## src/rtl/proc_pkg.sv

```systemverilog
// Shared processor definitions: sequencer states, byte-lane types, control opcodes,
// and the lane helpers that the memory sequencer and its byte mux use.
package proc_pkg;

   localparam int NBYTES = 4;

   typedef logic [1:0] byte_idx_t;

   typedef enum logic [1:0] {
      SEQ_IDLE   = 2'd0,
      SEQ_XFER   = 2'd1,
      SEQ_COMMIT = 2'd2
   } seq_state_t;

   // Opcodes and states decoded by the multicycle control FSM.
   localparam logic [5:0] OP_RTYPE = 6'h00;
   localparam logic [5:0] OP_J     = 6'h02;
   localparam logic [5:0] OP_BEQ   = 6'h04;
   localparam logic [5:0] OP_LW    = 6'h23;
   localparam logic [5:0] OP_SW    = 6'h2B;

   typedef enum logic [3:0] {
      C_FETCH, C_DECODE, C_MEMADR, C_LBRD, C_LBWR,
      C_SBWR, C_RTYPEEX, C_RTYPEWR, C_BEQEX, C_JEX
   } ctrl_state_t;

   // Lowest enabled lane at or above 'from'; bit 2 of the result flags "found".
   function automatic logic [2:0] find_lane(input logic [0:NBYTES-1] en,
                                            input logic [2:0]        from);
      find_lane = 3'b000;
      for (int i = NBYTES - 1; i >= 0; i--) begin
         if (en[i] && (i >= int'(from))) find_lane = {1'b1, byte_idx_t'(i)};
      end
   endfunction

   // Byte k of the word is replaced by byte k of src wherever mask[k] is set.
   function automatic logic [0:31] merge_lanes(input logic [0:31]        old_word,
                                               input logic [0:31]        src_word,
                                               input logic [0:NBYTES-1]  mask);
      merge_lanes = old_word;
      for (int k = 0; k < NBYTES; k++) begin
         if (mask[k]) merge_lanes[8*k +: 8] = src_word[8*k +: 8];
      end
   endfunction

endpackage

```

## src/rtl/byte_lane_mux.sv

```systemverilog
// Byte-lane selector/merger on MSB-first 32-bit words (byte 0 = bits [0:7]).
module byte_lane_mux
   import proc_pkg::*;
(
   input  logic [0:31]        i_word,
   input  logic [1:0]         i_sel,
   output logic [7:0]         o_byte,
   input  logic [0:31]        i_src,
   input  logic [0:NBYTES-1]  i_mask,
   output logic [0:31]        o_merged
);

   assign o_byte   = i_word[{i_sel, 3'b000} +: 8];
   assign o_merged = merge_lanes(i_word, i_src, i_mask);

endmodule

```

## src/rtl/mem_byte_sequencer.sv

```systemverilog
// Converts one-cycle memread/memwrite strobes from control into byte-serial req/ack
// bus transfers and assembles the result into instr or mdr.
module mem_byte_sequencer
   import proc_pkg::*;
#(
   parameter int AW = 8
) (
   input  logic          clk,
   input  logic          reset,
   input  logic          memread,
   input  logic          memwrite,
   input  logic          iord,
   input  logic [0:3]    iwrite,
   input  logic [AW-1:0] pc,
   input  logic [AW-1:0] aluout,
   input  logic [0:31]   wdata,
   output logic          mem_req,
   output logic          mem_we,
   output logic [AW-1:0] mem_addr,
   output logic [7:0]    mem_wdata,
   input  logic          mem_ack,
   input  logic [7:0]    mem_rdata,
   output logic [0:31]   instr,
   output logic [0:31]   mdr,
   output logic          busy,
   output logic          done
);

   seq_state_t            r_state, w_next_state;
   byte_idx_t             r_k, w_next_k;
   logic [AW-1:0]         r_base;
   logic                  r_mode;
   logic                  r_iord;
   logic [0:NBYTES-1]     r_en;
   logic [0:31]           r_shadow;
   logic [0:31]           r_instr;
   logic [0:31]           r_mdr;

   logic                  w_start;
   logic [0:NBYTES-1]     w_en_in;
   logic [2:0]            w_first_lane;
   logic [2:0]            w_next_lane;
   logic                  w_commit;
   logic [0:31]           w_mux_word;
   logic [0:31]           w_mux_src;
   logic [0:NBYTES-1]     w_mux_mask;
   logic [0:31]           w_merged;

   assign w_start      = memread | memwrite;
   assign w_en_in      = (memread & ~memwrite & ~iord) ? iwrite : 4'b1111;
   assign w_first_lane = find_lane(w_en_in, 3'd0);
   assign w_next_lane  = find_lane(r_en, {1'b0, r_k} + 3'd1);

   // The shadow carries store data during writes and gathers read bytes during
   // loads, so one mux serves the write lane, the shadow fill and the instr commit.
   assign w_commit   = (r_state == SEQ_COMMIT);
   assign w_mux_word = w_commit ? r_instr  : r_shadow;
   assign w_mux_src  = w_commit ? r_shadow : {NBYTES{mem_rdata}};
   assign w_mux_mask = w_commit ? r_en     : (4'b1000 >> r_k);

   byte_lane_mux u_lane_mux (
      .i_word   (w_mux_word),
      .i_sel    (r_k),
      .o_byte   (mem_wdata),
      .i_src    (w_mux_src),
      .i_mask   (w_mux_mask),
      .o_merged (w_merged)
   );

   always_ff @(posedge clk or negedge reset) begin
      if (!reset) begin
         r_state <= SEQ_IDLE;
         r_k     <= '0;
      end else begin
         r_state <= w_next_state;
         r_k     <= w_next_k;
      end
   end

   always_comb begin
      // NOTE: every output of this block gets a default first so no latch is inferred.
      w_next_state = r_state;
      w_next_k     = r_k;
      mem_req      = 1'b0;
      busy         = 1'b0;
      done         = 1'b0;
      case (r_state)
         SEQ_IDLE: begin
            busy = w_start;
            if (w_start) begin
               w_next_state = w_first_lane[2] ? SEQ_XFER : SEQ_COMMIT;
               w_next_k     = w_first_lane[1:0];
            end
         end
         SEQ_XFER: begin
            mem_req = 1'b1;
            busy    = 1'b1;
            if (mem_ack) begin
               if (w_next_lane[2]) w_next_k     = w_next_lane[1:0];
               else                w_next_state = SEQ_COMMIT;
            end
         end
         SEQ_COMMIT: begin
            done         = 1'b1;
            w_next_state = SEQ_IDLE;
         end
         default: w_next_state = SEQ_IDLE;
      endcase
   end

   // NOTE: every register here is small and architecturally visible, so all are reset.
   always_ff @(posedge clk or negedge reset) begin
      if (!reset) begin
         r_base   <= '0;
         r_mode   <= 1'b0;
         r_iord   <= 1'b0;
         r_en     <= '0;
         r_shadow <= '0;
         r_instr  <= '0;
         r_mdr    <= '0;
      end else begin
         case (r_state)
            SEQ_IDLE: begin
               if (w_start) begin
                  r_base   <= iord ? aluout : pc;
                  r_mode   <= memwrite;
                  r_iord   <= iord;
                  r_en     <= w_en_in;
                  r_shadow <= wdata;
               end
            end
            SEQ_XFER: begin
               if (mem_ack && !r_mode) r_shadow <= w_merged;
            end
            SEQ_COMMIT: begin
               if (!r_mode) begin
                  if (r_iord) r_mdr   <= r_shadow;
                  else        r_instr <= w_merged;
               end
            end
            default: ;
         endcase
      end
   end

   assign mem_we   = mem_req & r_mode;
   assign mem_addr = r_base + AW'(r_k);
   assign instr    = r_instr;
   assign mdr      = r_mdr;

endmodule
```

## config.mk

```make
export PLATFORM = sky130hd
export DESIGN_NAME = mem_byte_sequencer
export DESIGN_NICKNAME = d
export VERILOG_FILES = /design/src/rtl/proc_pkg.sv /design/src/rtl/byte_lane_mux.sv /design/src/rtl/mem_byte_sequencer.sv
export SDC_FILE = /design/constraint.sdc
export NUM_CORES = 1
export LEC_CHECK = 0
export CAP_MARGIN = 20
export CORE_MARGIN = 3
export CORE_UTILIZATION = 53
export CTS_CLUSTER_DIAMETER = 200
export DETAILED_ROUTE_END_ITERATION = 7
export PLACE_DENSITY = 0.91
export SLEW_MARGIN = 20
export SYNTH_ARGS = -nofsm -noshare
export SYNTH_HDL_FRONTEND = slang
export SYNTH_SLANG_ARGS = --single-unit
```

## constraint.sdc

```tcl
create_clock -name clk -period 5.2 [get_ports clk]
set_input_delay 0.52 -clock clk [delete_from_list [all_inputs] [get_ports clk]]
set_output_delay 0.52 -clock clk [all_outputs]
set_load 0.02 [all_outputs]
```

Yosys cells after proc, flatten, opt, wreduce, memory -nomap -nowiden
Cells that the tools add are included.
{"block": "word_totals", "regBits": 114, "in_bits": 66, "output_inout_bits": 84, "wordCells": 79}
{"block": "op_classes", "n_addsub": 2, "n_lt_le_gt_ge": 4, "n_eq_ne": 7, "shifts": 2, "n_mux": 32, "n_bitwise": 9, "n_reduce_logical": 14}
{"operator": "$mux 32", "count": 4}
{"operator": "$pmux 32 s2", "count": 1}
{"operator": "$mux 8", "count": 5}
{"operator": "$shiftx 32x6->33", "count": 1}
{"operator": "$mux 3", "count": 8}
{"operator": "$mux 2", "count": 7}
{"operator": "$reduce_and 3->1", "count": 4}
{"operator": "$ne 2x2->1 const B", "count": 5}
{"operator": "$add 8x2->8", "count": 1}
{"operator": "$mux 4", "count": 2}
{"operator": "$pmux 2 s2", "count": 2}
{"operator": "$ge 1x3->1 const A", "count": 2}
{"operator": "$ge 2x3->1 const A", "count": 2}
{"operator": "$not 5->6", "count": 1}
{"operator": "$logic_and 1x1->1", "count": 5}
{"operator": "$not 1->1", "count": 4}
{"operator": "$reduce_and 4->1", "count": 1}
{"operator": "$shr 4x2->4 const A", "count": 1}
{"operator": "$add 2x1->3 const B", "count": 1}
{"operator": "$and 1x1->1", "count": 3}
{"operator": "$eq 2x1->1 const B", "count": 1}
{"operator": "$eq 2x2->1 const B", "count": 1}
{"operator": "$logic_not 2->1", "count": 1}
{"operator": "$mux 1", "count": 2}
{"operator": "5 further kinds", "count": 5}

Depth between registers and ports, before layout
{"block": "logic_depth", "word_depth": 11, "ltp_mapped": 7}

Hierarchy
From an unflattened synthesis, not the netlist that was laid out.
{"block": "unflattened", "hier_cells": 627, "area_unflattened_um2": 6219.7}
{"module": "mem_byte_sequencer", "instances": 1, "cells_per_inst": 581, "area_each_um2": 5642.9, "seq_area_each_um2": 2852.7}
{"module": "byte_lane_mux", "instances": 1, "cells_per_inst": 46, "area_each_um2": 576.8, "seq_area_each_um2": 0.0}

Least setup slack after synthesis
No wires, ideal clock.
{"block": "synth_timing", "kind": "reg2out", "start": "register r_state[0]", "end": "output mem_wdata[0]", "t_arrival_ns": 1.831, "t_required_ns": 4.680, "slack_ns": 2.849, "path_stages_with_launch": 7, "path_buffers": 2, "cell_sequence": "dfrtp_1 -> nand2b_1 -> buf_6 -> inv_4 -> buf_6 -> mux4_2 -> mux2_2"}
{"block": "synth_via", "elab_chain_len": 3}
{"item": "start, declared", "line": "mem_byte_sequencer.sv:29", "text": "seq_state_t r_state, w_next_state;"}
{"item": "start signal, assigned", "line": "mem_byte_sequencer.sv:75", "text": "r_state <= w_next_state;"}
{"item": "$eq 2x2->1", "line": "mem_byte_sequencer.sv:56", "text": "assign w_commit = (r_state == SEQ_COMMIT);"}
{"item": "$mux 32", "line": "mem_byte_sequencer.sv:57", "text": "assign w_mux_word = w_commit ? r_instr : r_shadow;"}
{"item": "$shiftx 32x6->33", "line": "byte_lane_mux.sv:13", "text": "assign o_byte = i_word[{i_sel, 3'b000} +: 8];"}
{"item": "end, declared", "line": "mem_byte_sequencer.sv:20", "text": "output logic [7:0] mem_wdata,"}
Every way passes these cells.

Worst setup path in the final report
{"block": "layout_timing", "start": "register r_state[0]", "end": "output mem_wdata[7]"}
Same word-level chain as after synthesis.

==> impl_summary.md <==
STA
The hold violation total from the final report came to 0. The actual transition at the worst max-transition pin is 0.9507 ns. The number of pins exceeding their max-slew limit in the final report is 0.

In the finished design, the share of the clock period the worst path needs comes to 0.8007. Setup repair after global routing left no endpoint under its margin. The final count of negative-setup-slack endpoints is 0. Across the routed clock network, the largest skew measured is 0.008891 ns. The worst pin sits at a relative slew slack of 0.3662. The achievable frequency is between 200 and 250 MHz. The total negative slack is 0 ns.

The worst path in the final design needs a cycle of between 4 and 5 ns, including I/O delays and setup.

Routing
In the final routed layout, each cell accounts on average for 25.64 µm. The number of DRC violations after detailed-routing iteration 0 is roughly 550. The routed via count divided by cell count is between 6 and 7. The detailed-route DRC error count is 0. In this run the remaining antenna-violating nets after routing total 0. The number of iterations in the first detailed-routing pass is 5.

For this block, the via count after detailed routing is between 4000 and 5000. The post-detailed-routing wire length is 19180 µm.

Logic synthesis
The number of unique standard cell types used by synthesis is 51. The leading register cell type out of synthesis is sky130_fd_sc_hd__dfrtp_1. The portion of synthesized area spent on multiplexers is 0.2043. The parity-gate share of the synthesized area counting xor and xnor cells is 0.009419. The synthesized-area fraction occupied by and/or/nand/nor cells is 0.08612. The mean instance size in the synthesized netlist is around 12 µm². In the post-synthesis netlist, the cell with the most instances is sky130_fd_sc_hd__dfrtp_1. The register area share after synthesis is 0.5113. The commonest cells after synthesis are 114 x sky130_fd_sc_hd__dfrtp_1, 58 x sky130_fd_sc_hd__mux2_2, 26 x sky130_fd_sc_hd__nor2_1. By area, the combinational part of the netlist is dominated by multiplexers. The synthesized area is 5579 µm².

Counting flops and latches in the post-synthesis netlist gives 114. The number of warning messages in the yosys log is 0. The post-synthesis instance total is between 400 and 500.

Of the total synthesized cell area, the portion taken by full adders, half adders and majority gates is 0.008074. The count of flip-flops with a built-in enable after synthesis is 0. Of all cell types, the one taking the most synthesized area is sky130_fd_sc_hd__dfrtp_1. The synthesized-area fraction occupied by ao, oa, aoi and oai cells is 0.1523. In the post-synthesis netlist, the biggest area contributors are sky130_fd_sc_hd__dfrtp_1 51%, sky130_fd_sc_hd__mux2_2 12%, sky130_fd_sc_hd__mux4_2 6.5%. The share of synthesized area in the top cell type comes to 0.5113. The async set or reset register ratio after synthesis is 1.000. The number of nets in the synthesized netlist is approximately 530.

Clock tree
Post-CTS timing repair inserted 0 buffers for setup. The CTS buffer count is 17. CTS built an H-tree with a depth of 4. The later pin in the worst-skew pair is clocked with a latency of approximately 0.52 ns.

No sink is reached through more buffers than the 2 on the longest clock path. In this run, post-CTS hold repair placed 0 buffers. The cell chosen for the clock root is sky130_fd_sc_hd__clkbuf_8.

In this run, post-CTS repair resized a total of 0 instances. TritonCTS built the clock tree. After clock tree synthesis, the clock-pin slew on the worst setup and hold paths is roughly 0.060 ns.

The clock net sink count is roughly 110.

Finish
The count of non-filler cells in the finished layout is 748. The number of nets in the layout is ~670. The filler cell count in the final layout is roughly 610. 0 antenna diodes ended up in the layout. The fraction of layout instances using a drive strength above 1 is 0.1935. Relative to the synthesized area, the layout overhead comes to 39.40%.

Die
The count of pins on the block boundary is 150. The horizontal extent of the die is 108.6 µm. The starting utilization of the core area is 0.5579. The area of the core region is 10000 µm².

In this run the vertical extent of the chip is between 100 and 150 µm. The die covers approximately 12000 µm². The row count is 36.

Job
Across the run, the number of max-cap violations was 0.

Setup path
The total buffers and inverters traversed by the critical path is 2. The arrival time at the worst endpoint is about 3.6 ns. The type of element launching the critical path is a register. The slowest stage of the critical path is the sky130_fd_sc_hd__nand2b_1 cell. The critical path is of the register to output port type. The maximum single-stage delay on the critical path is between 0.6 and 0.7 ns. In this design, the largest share of critical-path delay is due to buffers and inverters.

STA classifies the critical path endpoint as an output port. The signal on the critical path passes through nand2b_1, inv_4, mux4_2, mux2_2, clkdlybuf4s50_1. In this run the worst path has a maximum fanout of 26. Data on the critical path is required at its endpoint by 4.68 ns.

Pwr
In this run the power density over the cells is approximately 750 nW/µm². VDD sags by at most approximately 0.00061 V. The static leakage is between 3 and 4 nW.

Global route
The first global-routing pass estimated approximately 29000 µm of wire. The number of antenna violations at the first check in global routing was 1. The number of global-route vias before repair is around 5200. The pin count of the biggest net entering global routing is 72. For this run the aggregate overflow at the end of global routing stands at 0. In the global route stage, overall resource usage came out at 0.3354.

Place
The cell count after placement is just over 700. The weighted congestion at the end of routability-driven global placement is ~0.94. The detailed placement HPWL is 12920 µm.

The count of buffers added on input and output ports is roughly 150.

Hold path
The worst hold path belongs to the class input pin to async pin.

Run status
The flow ran to the end, and the final reports show no timing, DRC or antenna violations.
==> worst register-to-register path: cells and delay by family, from the launching register on <==
family / cells / cell delay [ns]
flip-flops: 1 / 0.46
multiplexers: 1 / 0.40
AND/OR/NAND/NOR: 2 / 1.53
buffers and inverters: 1 / 0.42
==> layout make-up <==
cell class / instances / area, µm² / area share
Clock inverter: 12 / 182.7 / 0.02349
Multi-Input combinational cell: 310 / 2592 / 0.3333
Tap cell: 133 / 166.4 / 0.02140
Clock buffer: 19 / 431.7 / 0.05550
Sequential cell: 114 / 2853 / 0.3668
Inverter: 6 / 25.02 / 0.003218
Timing Repair Buffer: 154 / 1526 / 0.1963
==> layout by cell type (no fill, tap or decap), types with 3 or more instances in the layout <==
| cell | n |
|---|---|
| sky130_fd_sc_hd__o41ai_1 | 8 |
| sky130_fd_sc_hd__clkinv_4 | 3 |
| sky130_fd_sc_hd__clkinvlp_4 | 3 |
| sky130_fd_sc_hd__mux2i_1 | 9 |
| sky130_fd_sc_hd__nand2b_1 | 3 |
| sky130_fd_sc_hd__a21o_1 | 4 |
| sky130_fd_sc_hd__xnor2_1 | 3 |
| sky130_fd_sc_hd__bufinv_16 | 4 |
| sky130_fd_sc_hd__o2bb2ai_1 | 8 |
| sky130_fd_sc_hd__and2_1 | 10 |
| sky130_fd_sc_hd__clkbuf_16 | 16 |
| sky130_fd_sc_hd__dfrtp_1 | 114 |
| sky130_fd_sc_hd__o22ai_1 | 24 |
| sky130_fd_sc_hd__nand3_1 | 3 |
| sky130_fd_sc_hd__a21oi_1 | 22 |
| sky130_fd_sc_hd__mux2_2 | 58 |
| sky130_fd_sc_hd__o21ai_0 | 14 |
| sky130_fd_sc_hd__nand2_1 | 25 |
| sky130_fd_sc_hd__buf_4 | 6 |
| sky130_fd_sc_hd__xor2_1 | 3 |
| sky130_fd_sc_hd__clkdlybuf4s50_1 | 148 |
| sky130_fd_sc_hd__inv_1 | 5 |
| sky130_fd_sc_hd__a2bb2oi_1 | 24 |
| sky130_fd_sc_hd__or4_1 | 8 |
| sky130_fd_sc_hd__a31oi_1 | 10 |
| sky130_fd_sc_hd__nor2_1 | 26 |
| sky130_fd_sc_hd__mux4_2 | 16 |
==> routing by layer <==
layer	track usage	part of all wire
met5	0	0.00068
met3	0.1164	0.12
met4	0.1614	0.056
met2	0.5291	0.47
met1	0.4131	0.36
==> metrics by stage <==
| step | hold WS, ns | setup WS, ns | power (mW) | util | instance area (µm²) |
|---|---|---|---|---|---|
| after CTS | 0.1479 | 1.103 | 5.791 | 0.7769 | 7769 |
| after floorplan | 0.2244 | 2.849 | 3.252 | - | 5579 |
| after global routing | 0.1821 | 0.8885 | 6.064 | 0.7778 | 7777 |
| after detailed placement | 0.4947 | 1.704 | 4.489 | 0.7155 | 7154 |
| after global placement | 0.4889 | 1.822 | 4.386 | 0.7155 | 7154 |
| final | 0.1078 | 1.036 | 5.830 | 0.7778 | 7777 |
==> power by group <==
group	leakage [nW]	switching, mW	total, mW	internal (mW)
sequential	1.39	0.513	1.81	1.29
clock	0.291	0.427	1.22	0.790
combinational	1.54	1.43	2.81	1.38
==> kinds of logic after synthesis <==
logic type,Yosys count
adder cells (fa/ha/maj),3
XOR/XNOR,6
flip-flops,114
AO/OA/AOI/OAI,124
AND/OR/NAND/NOR,92
buffers and inverters,36
multiplexers,85
==> worst paths after layout <==
| check | startpoint | endpoint | slack [ns] | cells past startpoint |
|---|---|---|---|---|
| max | r_state[0]$_DFFE_PN0P_ | mem_wdata[7] | 1.04 | 5 |
| min | reset | mdr[9]$_DFFE_PN0P_ | 0.11 | 1 |
| max reg2reg | r_state[0]$_DFFE_PN0P_ | mdr[29]$_DFFE_PN0P_ | 2.28 | 4 |
| min reg2reg | mdr[25]$_DFFE_PN0P_ | mdr[25]$_DFFE_PN0P_ | 0.50 | 1 |
| max in group asynchronous | reset | instr[15]$_DFFE_PN0P_ | 3.93 | 2 |
| min in group clk | mdr[25]$_DFFE_PN0P_ | mdr[25]$_DFFE_PN0P_ | 0.50 | 1 |
==> state kept, by name, summed over array words and instances, names as in the netlist <==
signal	count
instr	32
mdr	32
r_shadow	32
r_base	8
r_en	4
r_k	2
r_state	2
r_iord	1
r_mode	1
(Power assumes the default switching activity.)
==> RTL change, RTL diff (same flow settings) <==
Make the reset (`reset`) synchronous in 2 clocked blocks.
--- a/src/rtl/mem_byte_sequencer.sv
+++ b/src/rtl/mem_byte_sequencer.sv
@@ -67,7 +67,7 @@
       .o_merged (w_merged)
    );
 
-   always_ff @(posedge clk or negedge reset) begin
+   always_ff @(posedge clk) begin
       if (!reset) begin
          r_state <= SEQ_IDLE;
          r_k     <= '0;
@@ -109,7 +109,7 @@
    end
 
    // NOTE: every register here is small and architecturally visible, so all are reset.
-   always_ff @(posedge clk or negedge reset) begin
+   always_ff @(posedge clk) begin
       if (!reset) begin
          r_base   <= '0;
          r_mode   <= 1'b0;
Formal check against the unedited RTL: differs if reset is asserted again (counterexample within 4 cycles, from zero or initial values and one cycle with reset low); with reset held inactive, the same outputs for 4 cycles.
==> RTL change against the unedited design <==
Sequential cell count did not move. Final area is 1.9% lower. Worst setup slack improved by 0.28 ns. Wire length fell by 4.8%. Maximum frequency rose by 7.2%. Highest routed layer is now met4. Die area grew 1.3%. Largest cell class is now multi-input combinational cells. Sequential share of layout area fell by 6.8 points. Synthesized area is 1.3% higher. Final cell count is 16% higher. Non-clock buffer count shrank 1. Power fell by 29%. Clock skew is 0.0013 ns lower. Critical path depth grew 1.
==> RTL change: results <==
metrics = {
    "placed_design": {
        "dp.cells": 836,
        "gp_congestion": 0.916,
        "hpwl_um": 12500,
        "pre_cts_slack_ns": 1.92,
    },
    "synth": {
        "syn_avg_cell_area_um2": 9.42,
        "yosysUniqueCellTypes": 58,
        "ys_seq_area_frac": 0.404,
        "syn-num-nets": 669,
        "async_flop_share": 0,
        "synth_common_cells": "116 x nand2_1, 114 x dfxtp_1, 30 x a21boi_1",
    },
    "finish": {
        "layout-drive-gt1-share": 0.118,
        "nets": 788,
    },
    "setup_path": {
        "regToRegStartpoint": "r_state[0]",
        "critical_path.slowest_cell": "nor2b_4",
    },
    "detailed_routing": {
        "drtPass1Iterations": 7,
        "finalWirelength_um": 18300,
        "drt_iter0_drc": 708,
        "via_per_inst": 6.41,
        "avgRoutedWirePerCell_um": 21.1,
    },
    "outcome": {
        "status": "complete, no violations",
    },
    "worst_hold_path": {
        "min_path_type": "register to register",
    },
    "grt": {
        "track_usage": 0.306,
        "grt_max_degree": 81,
        "antenna_found_initial": 0,
    },
    "pwr": {
        "intPower_mw": 2.56,
        "power.leakage_nw": 2.69,
    },
}
RTL change: logic make-up after synthesis:
logic type                 after synthesis  synth area share
AOI/OAI and AO/OA                      202             0.293
xor gates and xnor gates                 6           0.00930
adders and majority gates                3           0.00797
buffers and inverters                   55            0.0560
DFF                                    114             0.404
muxes                                   33            0.0761
and+or+nand+nor                        187             0.154
RTL change: per-stage QoR:
step / power (mW) / instance area [µm²] / hold slack, ns
floorplan: 2.39 / 5650 / 0.454
global placement: 2.81 / 7030 / 0.441
detailed placement: 2.87 / 7030 / 0.446
CTS: 4.07 / 7630 / 0.453
global route: 4.27 / 7630 / 0.468
finish: 4.11 / 7630 / 0.450
RTL change: routing by layer:
layer | GRT usage | part of all wire | up-vias
met5 | 0 | 0 | -
met3 | 0.0965 | 0.12 | 78
met1 | 0.383 | 0.38 | 2630
met2 | 0.500 | 0.47 | 380
li1 | - | - | 2471
met4 | 0.105 | 0.035 | 0
RTL change: power by group through the flow:
stage | combinational (mW) | clock, mW | sequential [mW]
6_report | 1.54 | 1.19 | 1.39
5_1_grt | 1.64 | 1.23 | 1.40
4_1_cts | 1.52 | 1.19 | 1.36
3_5_place_dp | 1.49 | 0 | 1.38
3_3_place_gp | 1.45 | 0 | 1.36
2_1_floorplan | 1.16 | 0 | 1.24
RTL change: final cells by class:
cell class	count	area (µm²)
multi-input combinational	431	3060
fill	753	2740
sequential	114	2280
timing repair buffer	153	1520
clock buffer	21	439
tap	136	170
clock inverter	10	158
inverter	2	7.51
RTL change: how the worst max path moves through the flow:
stage / from / end / slack (ns)
after floorplan: r_state[1] / mem_wdata[0] / 3.15
after global placement: r_state[1] / mem_wdata[7] / 1.99
after detailed placement: r_state[1] / mem_wdata[7] / 1.92
after CTS: r_state[1] / mem_wdata[6] / 1.38
after global routing: r_state[1] / mem_wdata[6] / 1.20
final: r_state[1] / mem_wdata[7] / 1.32
RTL change: worst min-delay path, stage by stage, from the launching register on:
cell	delay, ns
dfxtp_1	0.30
nand2_1	0.05
a21boi_1	0.05
